<file path="src/rtl/axi4l_gpio_pkg.sv">
// Shared constants for the AXI4-Lite GPIO register block: register offsets,
// response codes, FSM state encodings and the address decoder.
package axi4l_gpio_pkg;

  localparam logic [31:0] OFF_DATA_OUT   = 32'h00;
  localparam logic [31:0] OFF_DIR        = 32'h04;
  localparam logic [31:0] OFF_DATA_IN    = 32'h08;
  localparam logic [31:0] OFF_IRQ_EN     = 32'h0C;
  localparam logic [31:0] OFF_IRQ_STATUS = 32'h10;

  localparam logic [1:0] RESP_OKAY   = 2'b00;
  localparam logic [1:0] RESP_SLVERR = 2'b10;

  localparam logic [1:0] W_IDLE = 2'd0;
  localparam logic [1:0] W_DATA = 2'd1;
  localparam logic [1:0] W_RESP = 2'd2;

  localparam logic [0:0] R_IDLE = 1'b0;
  localparam logic [0:0] R_DATA = 1'b1;

  typedef enum logic [2:0] {
    SEL_DATA_OUT, SEL_DIR, SEL_DATA_IN, SEL_IRQ_EN, SEL_IRQ_STATUS, SEL_NONE
  } reg_sel_e;

  // Exact match only, so misaligned addresses fall through to SEL_NONE.
  function automatic reg_sel_e decode_addr(input logic [31:0] addr);
    reg_sel_e sel;
    case (addr)
      OFF_DATA_OUT:   sel = SEL_DATA_OUT;
      OFF_DIR:        sel = SEL_DIR;
      OFF_DATA_IN:    sel = SEL_DATA_IN;
      OFF_IRQ_EN:     sel = SEL_IRQ_EN;
      OFF_IRQ_STATUS: sel = SEL_IRQ_STATUS;
      default:        sel = SEL_NONE;
    endcase
    return sel;
  endfunction

  function automatic logic [31:0] strb_to_mask(input logic [3:0] strb);
    logic [31:0] mask;
    for (int b = 0; b < 4; b++) mask[8*b +: 8] = {8{strb[b]}};
    return mask;
  endfunction

endpackage

</file>
<file path="src/rtl/gpio_in_sync.sv">
// Two-flop synchronizer for asynchronous GPIO inputs plus a rising-edge
// detector on the synchronized value.
module gpio_in_sync #(
  parameter int width = 32
) (
  input  logic             clk,
  input  logic             rst,
  input  logic [width-1:0] gpio_in,
  output logic [width-1:0] sync,
  output logic [width-1:0] rise
);

  logic [width-1:0] meta;
  logic [width-1:0] prev;

  always_ff @(posedge clk) begin
    if (rst) begin
      meta <= '0;
      sync <= '0;
      prev <= '0;
    end else begin
      meta <= gpio_in;
      sync <= meta;
      prev <= sync;
    end
  end

  assign rise = sync & ~prev;

endmodule

</file>
<file path="src/rtl/axi4l_gpio_regs.sv">
// AXI4-Lite slave exposing GPIO output, direction, input and interrupt
// registers, with independent write and read channel FSMs.
module axi4l_gpio_regs #(
  parameter int addr_width = 32,
  parameter int data_width = 32,
  parameter int gpio_width = 32
) (
  input  logic                    clk,
  input  logic                    rst,
  input  logic [addr_width-1:0]   AWADDR,
  input  logic                    AWVALID,
  output logic                    AWREADY,
  input  logic [data_width-1:0]   WDATA,
  input  logic [data_width/8-1:0] WSTRB,
  input  logic                    WVALID,
  output logic                    WREADY,
  output logic [1:0]              BRESP,
  output logic                    BVALID,
  input  logic                    BREADY,
  input  logic [addr_width-1:0]   ARADDR,
  input  logic                    ARVALID,
  output logic                    ARREADY,
  output logic [data_width-1:0]   RDATA,
  output logic [1:0]              RRESP,
  output logic                    RVALID,
  input  logic                    RREADY,
  input  logic [gpio_width-1:0]   gpio_in,
  output logic [gpio_width-1:0]   gpio_out,
  output logic [gpio_width-1:0]   gpio_oe,
  output logic                    irq
);
  import axi4l_gpio_pkg::*;

  logic [1:0]            w_state;
  logic [0:0]            r_state;
  logic [31:0]           aw_addr;
  logic [gpio_width-1:0] data_out, dir, irq_en, irq_status;
  logic [gpio_width-1:0] din_sync, din_rise, st_clear;
  logic [31:0]           wr_mask, wr_bits, rd_val;
  reg_sel_e              wr_sel, rd_sel;
  logic                  wr_fire;

  gpio_in_sync #(.width(gpio_width)) u_sync (
    .clk     (clk),
    .rst     (rst),
    .gpio_in (gpio_in),
    .sync    (din_sync),
    .rise    (din_rise)
  );

  function automatic logic [gpio_width-1:0] merge(
    input logic [gpio_width-1:0] old, input logic [31:0] mask, input logic [31:0] bits
  );
    logic [31:0] v;
    v = (32'(old) & ~mask) | bits;
    return v[gpio_width-1:0];
  endfunction

  assign wr_sel   = decode_addr(aw_addr);
  assign wr_fire  = (w_state == W_DATA) && WVALID;
  assign wr_mask  = strb_to_mask(WSTRB);
  assign wr_bits  = WDATA & wr_mask;
  assign st_clear = (wr_fire && wr_sel == SEL_IRQ_STATUS) ? wr_bits[gpio_width-1:0] : '0;
  assign rd_sel   = decode_addr(32'(ARADDR));

  always_comb begin
    rd_val = '0;
    case (rd_sel)
      SEL_DATA_OUT:   rd_val = 32'(data_out);
      SEL_DIR:        rd_val = 32'(dir);
      SEL_DATA_IN:    rd_val = 32'(din_sync);
      SEL_IRQ_EN:     rd_val = 32'(irq_en);
      SEL_IRQ_STATUS: rd_val = 32'(irq_status);
      default:        rd_val = '0;
    endcase
  end

  always_ff @(posedge clk) begin
    if (rst) begin
      w_state  <= W_IDLE;
      aw_addr  <= '0;
      BRESP    <= RESP_OKAY;
      data_out <= '0;
      dir      <= '0;
      irq_en   <= '0;
    end else begin
      case (w_state)
        W_IDLE: if (AWVALID) begin
          aw_addr <= 32'(AWADDR);
          w_state <= W_DATA;
        end
        W_DATA: if (WVALID) begin
          BRESP   <= (wr_sel == SEL_NONE) ? RESP_SLVERR : RESP_OKAY;
          w_state <= W_RESP;
          case (wr_sel)
            SEL_DATA_OUT: data_out <= merge(data_out, wr_mask, wr_bits);
            SEL_DIR:      dir      <= merge(dir, wr_mask, wr_bits);
            SEL_IRQ_EN:   irq_en   <= merge(irq_en, wr_mask, wr_bits);
            default:      ;
          endcase
        end
        W_RESP: if (BREADY) w_state <= W_IDLE;
        default: w_state <= W_IDLE;
      endcase
    end
  end

  // A fresh edge in the same cycle as a W1C clear keeps the bit set.
  always_ff @(posedge clk) begin
    if (rst) begin
      irq_status <= '0;
      irq        <= 1'b0;
    end else begin
      irq_status <= (irq_status & ~st_clear) | din_rise;
      irq        <= |(irq_status & irq_en);
    end
  end

  always_ff @(posedge clk) begin
    if (rst) begin
      r_state <= R_IDLE;
      RDATA   <= '0;
      RRESP   <= RESP_OKAY;
    end else begin
      case (r_state)
        R_IDLE: if (ARVALID) begin
          RDATA   <= rd_val;
          RRESP   <= (rd_sel == SEL_NONE) ? RESP_SLVERR : RESP_OKAY;
          r_state <= R_DATA;
        end
        default: if (RREADY) r_state <= R_IDLE;
      endcase
    end
  end

  assign AWREADY  = (w_state == W_IDLE) && !rst;
  assign WREADY   = (w_state == W_DATA);
  assign BVALID   = (w_state == W_RESP);
  assign ARREADY  = (r_state == R_IDLE) && !rst;
  assign RVALID   = (r_state == R_DATA);
  assign gpio_out = data_out;
  assign gpio_oe  = dir;

endmodule

</file>
<file path="config.mk">
export PLATFORM = sky130hd
export DESIGN_NAME = axi4l_gpio_regs
export DESIGN_NICKNAME = d
export VERILOG_FILES = /design/src/rtl/axi4l_gpio_pkg.sv /design/src/rtl/gpio_in_sync.sv /design/src/rtl/axi4l_gpio_regs.sv
export SDC_FILE = /design/constraint.sdc
export NUM_CORES = 1
export LEC_CHECK = 0
export ABC_AREA = 1
export CORE_MARGIN = 2
export CORE_UTILIZATION = 50
export DETAILED_ROUTE_END_ITERATION = 10
export PLACE_DENSITY = 0.76
export SLEW_MARGIN = 5
export SYNTH_ARGS = -nofsm -noshare
export SYNTH_HDL_FRONTEND = slang
export SYNTH_SLANG_ARGS = --single-unit
</file>
<file path="constraint.sdc">
create_clock -name clk -period 2.47 [get_ports clk]
set_input_delay 0.741 -clock clk [delete_from_list [all_inputs] [get_ports clk]]
set_output_delay 0.741 -clock clk [all_outputs]
set_load 0.02 [all_outputs]
</file>
# ---- After elaboration in Yosys (flattened, before gate mapping)
# Cells that the tools add are included.
# W data, S select, Z words.
dict set report totals {
  regBits 296
  out_inout_bits 106
  elab_cells 82
}
dict set report op_classes {
  eq_ne 22
  n_mux 13
  bitwise 15
  reduce_logical 18
}
# operator n
set op_table {}
lappend op_table {{$and A32 B32 Y32} 7}
lappend op_table {{$pmux W32 S5} 1}
lappend op_table {{$eq A32 B4 Y1 const B} 4}
lappend op_table {{$or A32 B32 Y32} 4}
lappend op_table {{$not A32 Y32} 3}
lappend op_table {{$eq A32 B3 Y1 const B} 2}
lappend op_table {{$eq A32 B5 Y1 const B} 2}
lappend op_table {{$logic_not A32 Y1} 2}
lappend op_table {{$mux W32} 1}
lappend op_table {{$reduce_or A32 Y1} 1}
lappend op_table {{$pmux W3 S5} 2}
lappend op_table {{$eq A3 B3 Y1 const B} 4}
lappend op_table {{$reduce_and A3 Y1} 4}
lappend op_table {{$mux W2} 5}
lappend op_table {{$eq A3 B2 Y1 const B} 3}
lappend op_table {{$eq A3 B1 Y1 const B} 2}
lappend op_table {{$logic_not A3 Y1} 2}
lappend op_table {{$pmux W2 S3} 1}
lappend op_table {{$reduce_and A2 Y1} 3}
lappend op_table {{$logic_and A1 B1 Y1} 4}
lappend op_table {{$ne A2 B2 Y1 const B} 2}
lappend op_table {{$mux W1} 3}
lappend op_table {{$eq A2 B1 Y1 const B} 1}
lappend op_table {{$eq A2 B2 Y1 const B} 1}
lappend op_table {{4 further kinds} 4}

# ---- Depth between registers and ports, before layout
# Gate-level depths: netlist of the first run.
dict set report logic_depth {
  ltp_word 8
  mapped_depth 13
}

# ---- By module
# Synthesis of the first run repeated with hierarchy kept, for this count alone.
dict set report hier_totals {
  cells_unflattened 1682
  area_unflattened_um2 12568.3
}
# module instances cells_each area_per_inst_um2 seq_area_each_um2
set modules_own_cells {}
lappend modules_own_cells {axi4l_gpio_regs 1 1351 9634.2 3963.8}
lappend modules_own_cells {gpio_in_sync 1 331 2934.1 1921.8}

# ---- Worst setup path after synthesis of the first run
# OpenSTA, ideal clock, no wires.
dict set report synth_timing {
  path_kind {input -> output}
  startpoint {input port rst}
  endpoint {output port ARREADY}
  arrival_time_ns 1.696
  setup_slack_ns 0.033
  cell_stages 4
  cell_sequence {clkbuf_1 -> clkbuf_1 -> clkbuf_1 -> nor2_1}
}
dict set report synth_between {
  elab_chain_len 2
}
# element line_no
set synth_lines {}
lappend synth_lines {{from (decl)} axi4l_gpio_regs.sv:9} ;# input logic rst,
lappend synth_lines {{$logic_not A1 Y1} axi4l_gpio_regs.sv:139} ;# assign ARREADY = (r_state == R_IDLE) && !rst;
lappend synth_lines {{$logic_and A1 B1 Y1} axi4l_gpio_regs.sv:139}
lappend synth_lines {{to (decl)} axi4l_gpio_regs.sv:22} ;# output logic ARREADY,
# Every way passes these cells.

# ---- Final worst setup path of the first run
dict set report layout_timing {
  startpoint {register r_state, in the netlist RVALID}
  endpoint {output port ARREADY}
}
dict set report layout_between {
  elab_chain_len 2
}
# element line_no
set layout_lines {}
lappend layout_lines {{from (decl)} axi4l_gpio_regs.sv:35} ;# logic [0:0] r_state;
lappend layout_lines {{from (signal assigned)} axi4l_gpio_regs.sv:121} ;# r_state <= R_IDLE;
lappend layout_lines {{from (signal assigned)} axi4l_gpio_regs.sv:129} ;# r_state <= R_DATA;
lappend layout_lines {{from (signal assigned)} axi4l_gpio_regs.sv:131} ;# default: if (RREADY) r_state <= R_IDLE;
lappend layout_lines {{$not A1 Y1} -}
lappend layout_lines {{$logic_and A1 B1 Y1} axi4l_gpio_regs.sv:139}
# Every way passes these cells.

==> results.md, run 1 <==
* Clock power frac at 45.9%
* Worst IR drop on VDD at 0.620 mV
* DP Area at 14800 um^2
* Pwr Total at 10.6 mW
* WP data required at 1730 ps
* Hold Vio Cnt, Final at 0
* Average cell area after synthesis at 7.22 um^2
* Combinational share of power at 7.1%
* Synthesized flop and latch total at 294
* Crit path depth at 2
* Hold WC Path Type: flop to flop
* P&R area growth vs syn at 34.5%
* Seq/Total Area, Yosys at 49.9%
* CP max-delay cell: clkdlybuf4s50_1
* Post-route cell area at 15900 um^2
* Sequential Power Share at 47.1%
* Worst setup SP type: flop
* CTS sink cnt at 294
* Sw Share at 22.2%
* Switch Pwr at 2.35 mW
* Clock transition at path regs at 60 ps
* Die area at 24800 um^2
* Max cap viols at 0
* Total GRT Usage at 26.6%
* Fin crit period at 2330 ps
* Clk_skew at 10.3 ps
* Clock root buffer: clkbuf_16
* Router iterations before antenna repair at 5
* Vias in the first global route at 10500
* Reg2Reg Setup Slack at 620 ps
* Setup violators final at 0
* Core Region at 23300 um^2
* Hold-fix buffers, CTS at 0
* Hpwl dp at 23.8 mm
* Reg-to-Reg Start: aw_addr[22]
* Period utilization at 94.2%
* Worst setup EP type: primary output
* Least-Margin Pin Slew at 707 ps
* Pin count of the biggest net entering global routing at 160
* HP Start: u_sync.meta[22]
* Clock latency on the worst-skew pair at 550 ps
* Slew HR at 52.9%
* Layout Nets at 2010
* Fmax at 430 MHz
* Cells on worst reg2reg path at 10
* Int Pwr at 8.21 mW
* Yosys warning total at 0
* Largest buffer count on any clock path at 3
* Number of port buffers at 242
* Routability cong. at 0.877
* Layout cell share with drive strength beyond 1 at 7.71%
* CP cell instances: nor2_1 > clkdlybuf4s50_1
* Initial core utilization at 50.5%
* Pwr Density at 666 nW/um^2
* Postcts setup bufs at 0
* Max Slew Vio Count at 0
* Rows at 56
* Avg WL per Cell at 15.3 um
* Final ANT Viol Nets at 0
* WS Path Type: flop to primary output
* Status: finished clean
* H-tree depth at 1
* Initial DRC count at 1138
* Initial antenna violation count at 0
* Drt total wl at 33.8 mm
* CP peak stage delay at 610 ps
* RSZ-0062 raised after global routing: no
* CTS tree: yes
* Buf/Inv on CP at 1
* Pleak at 6.71 nW
* WHS Path Cells at 2
* First-pass GRT wire length at 52.8 mm
* CP Data Arrival Time at 1590 ps
* Io pins at 245
* Post-synth cell types at 29
* Via-per-instance ratio at 5.14
* CTS buffer count at 30
* Vias post-DR at 11400
* Die Ht at 158 um
* Critical path's top delay family: buffers and inverters
* Setup WS post-layout at 143 ps
* Post-Syn Area at 11800 um^2
* Placement Setup Slack at -95.9 ps
* Cells after Synth at 1634
* Die Wd at 158 um
* Worst Hold End: u_sync.sync[22]
* Drt drc at 0
* Crit path max fanout at 4
* GRT overflow at 0
* N_diodes at 0
[cell usage after synthesis]
library cell / instances / share of area, %
a21oi_1: 137 / 5.8
a221oi_1: 4 / 0.30
a22o_1: 1 / 0.074
buf_2: 11 / 0.47
buf_4: 17 / 1.1
buf_6: 1 / 0.095
clkbuf_1: 52 / 1.7
clkinv_1: 1 / 0.032
clkinv_2: 4 / 0.17
conb_1: 1 / 0.032
dfxtp_1: 294 / 50
inv_1: 116 / 3.7
inv_2: 12 / 0.38
nand2_1: 509 / 16
nand2_2: 8 / 0.42
nand2_4: 1 / 0.095
nand3_1: 130 / 5.5
nand4_1: 10 / 0.53
nand4_4: 1 / 0.18
nor2_1: 201 / 6.4
nor2_2: 5 / 0.27
nor2_4: 10 / 0.96
nor2_8: 4 / 0.68
nor3_1: 2 / 0.085
nor3_2: 2 / 0.17
nor3_4: 2 / 0.28
nor4_1: 1 / 0.053
o21ai_0: 65 / 2.8
o22ai_1: 32 / 1.7
[layout by cell type, fill, tap and decap left out, types with 8 or more instances in the layout]
| cell | instances |
|---|---|
| nand4_1 | 10 |
| nor2_1 | 200 |
| nor2_4 | 10 |
| nand3_1 | 130 |
| inv_2 | 12 |
| nand2_2 | 8 |
| clkbuf_16 | 31 |
| buf_12 | 17 |
| buf_4 | 26 |
| a21oi_1 | 137 |
| nand2_1 | 509 |
| clkinv_2 | 10 |
| dfxtp_1 | 294 |
| o22ai_1 | 32 |
| o21ai_0 | 65 |
| clkdlybuf4s50_1 | 238 |
| inv_1 | 116 |
| clkbuf_8 | 9 |
[power groups by stage]
stage	clock (mW)	combinational [mW]	sequential [mW]
after global placement	0	0.734	5.07
after floorplan	0	0.357	5.05
after global routing	5.09	0.823	4.98
final	4.84	0.748	4.97
after detailed placement	0	0.744	5.07
after CTS	4.87	0.750	4.97
[per-stage QoR]
stage	TNS, ps	cells	hold slack [ps]	utilization, %
after floorplan	0	1635	388	-
after global placement	-1090	2158	390	63.3
after detailed placement	-2170	2158	394	63.3
after CTS	0	2213	391	67.9
after global routing	0	2213	401	68.0
final	0	2213	396	68.0
[worst min-delay path, stage by stage (launching register included)]
cell and delay [ps]:
dfxtp_1 290, inv_1 40, nor2_1 30
[what timing repair did]
| item | CTS | global route |
|---|---|---|
| pin swaps | 0 | 0 |
| endpoints found under the hold margin | 0 | 0 |
| endpoints found under the setup margin | 1 | 2 |
| gates resized for setup | 1 | 2 |
[layer usage]
metal,up-vias,track usage (%),routed length [um]
met3,67,4.38,2770
met5,-,0,0
met4,0,8.14,892
met2,499,43.3,15400
li1,5674,-,-
met1,5134,36.3,14700
[kinds of logic (layout without fill, tap and decap cells)]
family	after synthesis	after routing	share of synthesized area, %
AND/OR/NAND/NOR	886	886	31.8
other	1	2	0.0318
buffers and inverters	214	473	7.58
flip-flops	294	294	49.9
AO/OA/AOI/OAI	239	239	10.6
[how the worst max path moves through the flow]
| stage | start | to | slack, ps |
|---|---|---|---|
| 6_report | RVALID | ARREADY | 140 |
| 5_1_grt | RDATA[24] | RDATA[24] | 90 |
| 3_5_place_dp | ARADDR[31] | RRESP[1] | -100 |
| 2_1_floorplan | rst | ARREADY | 30 |
| 4_1_cts | w_state[0] | AWREADY | 1 |
| 3_3_place_gp | ARADDR[31] | RRESP[1] | -80 |
[area by class of cell]
class	instances	area, um^2
Sequential cell	294	5890
Fill cell	1999	7470
Inverter	133	504
Timing Repair Buffer	285	2960
Clock buffer	43	911
Tap cell	319	399
Multi-Input combinational cell	1127	5020
Clock inverter	12	170
No activity file was read; power rests on OpenSTA's default activity.
==> inputs of run 2 (changes only) <==
Settings changed: RECOVER_POWER set to 100.
==> results.md, run 2 (synthesis gave the netlist of run 1 again) <==
* Router iterations before antenna repair at 6 (+1)
* WP data required at 1730 ps (about the same)
* Critical path's top delay family: buffers and inverters
* Slew HR at -10.9% (-64 points)
* H-tree depth at 1 (unchanged)
* Crit path max fanout at 3 (-1)
* Setup TNS at 0 ps (unchanged)
* Period utilization at 96.8% (+2.5 points)
* First-pass GRT wire length at 52.8 mm (unchanged)
* Rows at 56 (unchanged)
* Fmax at 418 MHz (-2.6%)
* Setup violators final at 0 (unchanged)
* Seq. cell area at 5890 um^2 (unchanged)
* CP Data Arrival Time at 1650 ps (+60 ps)
* Die Wd at 158 um (unchanged)
* Final ANT Viol Nets at 0 (unchanged)
* Drt total wl at 33.8 mm (about the same)
* Worst setup EP type: primary output
* Buf/Inv on CP at 1 (unchanged)
* N_diodes at 0 (unchanged)
* Vias post-DR at 11400 (+0.26%)
* CTS tree: yes
* Worst setup SP type: flop
* Cells on worst reg2reg path at 10 (unchanged)
* Hold Slack at 397 ps (+1.43 ps)
* Hpwl dp at 23.8 mm (unchanged)
* CP max-delay cell: dlygate4sd3_1
* CTS sink cnt at 294 (unchanged)
* Placement Setup Slack at -95.9 ps (unchanged)
* Hold WC Path Type: flop to flop
* DP Area at 14800 um^2 (unchanged)
* Fill cell count at 2023 (+1.2%)
* WHS Path Cells at 2 (unchanged)
* Total GRT Usage at 26.6% (unchanged)
* WS Path Type: flop to primary output
* Clock root buffer: clkbuf_16
* Fin crit period at 2390 ps (+62.8 ps)
* Avg WL per Cell at 15.3 um (about the same)
* P&R area growth vs syn at 33.0%
* Pin count of the biggest net entering global routing at 160 (unchanged)
* Layout cell share with drive strength beyond 1 at 6.81% (-0.90 points)
* Routability cong. at 0.877 (unchanged)
* RSZ-0062 raised after global routing: no
* Multi-input gate area at 4920 um^2 (-2.0%)
* Number of port buffers at 242 (unchanged)
* Initial DRC count at 1040 (-8.6%)
* Setup WS post-layout at 80.2 ps (-62.8 ps)
* Postcts setup bufs at 0 (unchanged)
* Clock latency on the worst-skew pair at 550 ps (about the same)
* Max Slew Vio Count at 160 (+160)
* Io pins at 245 (unchanged)
* Max cap viols at 1 (+1)
* Worst IR drop on VDD at 0.621 mV (+0.12%)
* Reg2Reg Setup Slack at 290 ps (-330 ps)
* Largest buffer count on any clock path at 3 (unchanged)
* Pwr Density at 672 nW/um^2 (+0.89%)
* Reg-to-Reg Start: aw_addr[22]
* Drt drc at 0 (unchanged)
* Initial antenna violation count at 0 (unchanged)
* Worst Hold End: u_sync.sync[22]
* Clk_skew at 11.5 ps (+1.19 ps)
* Layout Nets at 2010 (unchanged)
* GRT overflow at 0 (unchanged)
* Die Ht at 158 um (unchanged)
* Pleak at 6.90 nW (+2.8%)
* CP cell instances: dlygate4sd3_1
* Post-route cell area at 15700 um^2 (-1.1%)
* Clock transition at path regs at 60 ps (about the same)
* Least-Margin Pin Slew at 1660 ps (+956 ps)
* CTS resizes at 1 (unchanged)
* Leading cell type in the layout, fill and taps excluded: nand2_1
* Initial core utilization at 50.5% (unchanged)
* Commonest non-fill, non-tap cells in the layout: nand2_1 (514), dfxtp_1 (294), nor2_1 (203), a21oi_1 (137), clkdlybuf4s50_1 (137)
* Hold Vio Cnt, Final at 0 (unchanged)
* Hold-fix buffers, CTS at 0 (unchanged)
* Status: complete, but fails checks
* Failing checks: capacitance limit, slew limit
* Final Non-Filler Cells at 2213 (unchanged)
* Die area at 24800 um^2 (unchanged)
* Vias in the first global route at 10500 (unchanged)
* HP Start: u_sync.meta[22]
* CTS buffer count at 30 (unchanged)
* Via-per-instance ratio at 5.15 (+0.26%)
* Core Region at 23300 um^2 (unchanged)
* Inst Count DP at 2158 (unchanged)
* CP peak stage delay at 730 ps (+120 ps)
run 2: cell count changes in the layout (fill, tap and decap cells not counted), moves of 3 or more:
cell / change
nand2_1: +5
buf_12: -3
dlygate4sd3_1: +101
clkbuf_1: +5
clkbuf_4: +3
nand2_2: -4
nor2_1: +3
clkdlybuf4s50_1: -101
nor2_8: -4
inv_2: -5
inv_1: +5
nor2_2: +3
buf_4: -5
run 2: worst max-delay path by stage:
stage / slack [ps] / depth (start not counted) / endpoint
detailed placement: -100 / 11 / RRESP[1]
global placement: -80 / 11 / RRESP[1]
CTS: 1 / 2 / AWREADY
global route: 40 / 2 / ARREADY
floorplan: 30 / 4 / ARREADY
finish: 80 / 1 / gpio_oe[22]
run 2: report_power, final:
| group | switching (mW) | total (mW) | internal, mW |
|---|---|---|---|
| logic | 0.393 | 0.731 | 0.338 |
| registers | 0.0800 | 4.97 | 4.89 |
| clock network | 1.87 | 4.84 | 2.97 |
| total | 2.34 | 10.5 | 8.20 |
run 2: final cells by class:
class | count | area share [%]
repair buffers | 285 | 18.4
inverters | 133 | 3.21
well taps | 319 | 2.54
multi-input cells | 1127 | 31.4
flip-flops and latches | 294 | 37.5
clock buffers | 43 | 5.81
clock inverters | 12 | 1.08
run 2: metrics by stage:
step | power, mW | utilization (%)
floorplan | 5.41 | -
global placement | 5.80 | 63.3
detailed placement | 5.82 | 63.3
CTS | 10.6 | 67.9
global route | 10.9 | 67.2
finish | 10.5 | 67.2
run 2: metal layers:
metal / part of all wire (%) / global-route usage [%] / up-vias
met3: 9.0 / 4.38 / 60
met1: 43 / 36.3 / 5168
met2: 45 / 43.3 / 508
met4: 2.6 / 8.14 / 0
met5: 0 / 0 / -
li1: - / - / 5668
==> inputs of run 3 (changes only) <==
Settings changed: REMOVE_ABC_BUFFERS set to 1.
==> results.md, run 3 (synthesis gave the netlist of run 1 again) <==
* First-pass GRT wire length at 54.1 mm (+2.3%)
* CTS tree: yes
* Core Region at 23300 um^2 (unchanged)
* Max Slew Vio Count at 0 (-100%)
* Commonest non-fill, non-tap cells in the layout: nand2_1 (510), dfxtp_1 (294), nor2_1 (206), a21oi_1 (137), clkdlybuf4s50_1 (137)
* Crit path max fanout at 3 (unchanged)
* Die Wd at 158 um (unchanged)
* Worst setup EP type: primary output
* Clock root buffer: clkbuf_16
* WP data required at 1730 ps (about the same)
* Period utilization at 97.4% (+0.69 points)
* Slew HR at 0.995% (+12 points)
* Rows at 56 (unchanged)
* Clk_skew at 18.9 ps (+7.42 ps)
* Final Util at 66.9% (-0.31 points)
* Drt total wl at 34.6 mm (+2.4%)
* Pleak at 6.86 nW (-0.66%)
* Max cap viols at 0 (-1)
* Hold-fix buffers, CTS at 0 (unchanged)
* Clock transition at path regs at 60 ps (about the same)
* Number of port buffers at 242 (unchanged)
* Pwr Density at 655 nW/um^2 (-2.5%)
* Clock latency on the worst-skew pair at 550 ps (about the same)
* Setup TNS at 0 ps (unchanged)
* Routability cong. at 0.874 (-0.29%)
* Initial antenna violation count at 0 (unchanged)
* Worst IR drop on VDD at 0.553 mV (-11%)
* Total GRT Usage at 27.3% (+0.71 points)
* Hold WC Path Type: flop to flop
* Vias post-DR at 11400 (-0.053%)
* Drt drc at 0 (unchanged)
* Least-Margin Pin Slew at 1490 ps (-178 ps)
* Postcts setup bufs at 0 (unchanged)
* CP Data Arrival Time at 1670 ps (+20 ps)
* Final ANT Viol Nets at 0 (unchanged)
* Layout Nets at 2010 (unchanged)
* Via-per-instance ratio at 5.15 (about the same)
* Leading cell type in the layout, fill and taps excluded: nand2_1
* GRT overflow at 0 (unchanged)
* WS Path Type: flop to primary output
* Setup violators final at 0 (unchanged)
* Largest buffer count on any clock path at 3 (unchanged)
* Status: finished clean
* Die Ht at 158 um (unchanged)
* Router iterations before antenna repair at 7 (+1)
* Fin crit period at 2410 ps (+17.1 ps)
* H-tree depth at 1 (unchanged)
* Setup WS post-layout at 63.1 ps (-17.1 ps)
* Hold Vio Cnt, Final at 0 (unchanged)
* CP max-delay cell: dlygate4sd3_1
* Worst setup SP type: flop
* Critical path's top delay family: buffers and inverters
* Io pins at 245 (unchanged)
* CTS sink cnt at 294 (unchanged)
* P&R area growth vs syn at 32.4%
* Placement Setup Slack at -98.1 ps (-2.20 ps)
* Vias in the first global route at 10800 (+2.4%)
* Pin count of the biggest net entering global routing at 129 (-19%)
* Die area at 24800 um^2 (unchanged)
* Layout cell share with drive strength beyond 1 at 6.39% (-0.42 points)
* Initial core utilization at 50.5% (unchanged)
* Initial DRC count at 845 (-19%)
* Buf/Inv on CP at 1 (unchanged)
* Fmax at 415 MHz (-0.71%)
* Hold Slack at 402 ps (+4.38 ps)
* Post-route cell area at 15600 um^2 (-0.46%)
* Hpwl dp at 23.7 mm (-0.49%)
* RSZ-0062 raised after global routing: no
* DP Area at 14800 um^2 (+0.34%)
* CP peak stage delay at 710 ps (-20 ps)
* Avg WL per Cell at 15.6 um (+2.4%)
* CP cell instances: dlygate4sd3_1
* CTS buffer count at 29 (-3.3%)
-- run 3: changes by cell type in the layout (fill, tap and decap cells not counted), sizes merged --
cell	delta
clkbuf	+1
clkinv	-3
clkinvlp	+3
buf	-3
diode	+1
dlygate4sd2	+1
-- run 3: area by class of cell --
class / count / area, um^2
diodes: 1 / 2.50
clock buffers: 41 / 821
clock inverters: 12 / 169
fillers: 1994 / 7720
inverters: 133 / 504
multi-input cells: 1127 / 4930
flip-flops and latches: 294 / 5890
well taps: 319 / 399
repair buffers: 286 / 2900
-- run 3: metal layers --
metal	track usage, %	routed length [um]	up-vias
met5	0	0	-
met4	9.48	925	0
li1	-	-	5661
met3	3.96	2520	62
met2	46.5	16300	435
met1	35.4	14900	5240
-- run 3: repair_timing --
item,4_1_cts,5_1_grt
gates cloned,0,0
resized for setup,2,1
setup endpoints to repair,2,1
-- run 3: report_power, final --
part | switching [mW] | internal (mW) | leakage [nW]
sequential | 0.0786 | 4.89 | 2.40
clock | 1.81 | 2.73 | 0.482
combinational | 0.395 | 0.331 | 3.97
-- run 3: final timing paths --
check / from / to / slack, ps / cells after the start
setup / recovery: RDATA[6] / RDATA[6] / 60 / 1
hold / removal: u_sync.meta[28] / u_sync.sync[28] / 400 / 2
setup reg to reg: aw_addr[6] / flop / 280 / 10
hold reg to reg: u_sync.meta[28] / u_sync.sync[28] / 400 / 2
-- run 3: metrics by stage --
step	power, mW	cells
2_1_floorplan	5.34	1554
3_3_place_gp	5.80	2159
3_5_place_dp	5.82	2159
4_1_cts	10.3	2212
5_1_grt	10.6	2212
6_report	10.2	2213
-- run 3: worst min-delay path: cells and delay by family, from the launching register on --
family	cells	cell delay (ps)
buffers and inverters	1	40
DFF	1	290
and+or+nand+nor	1	30
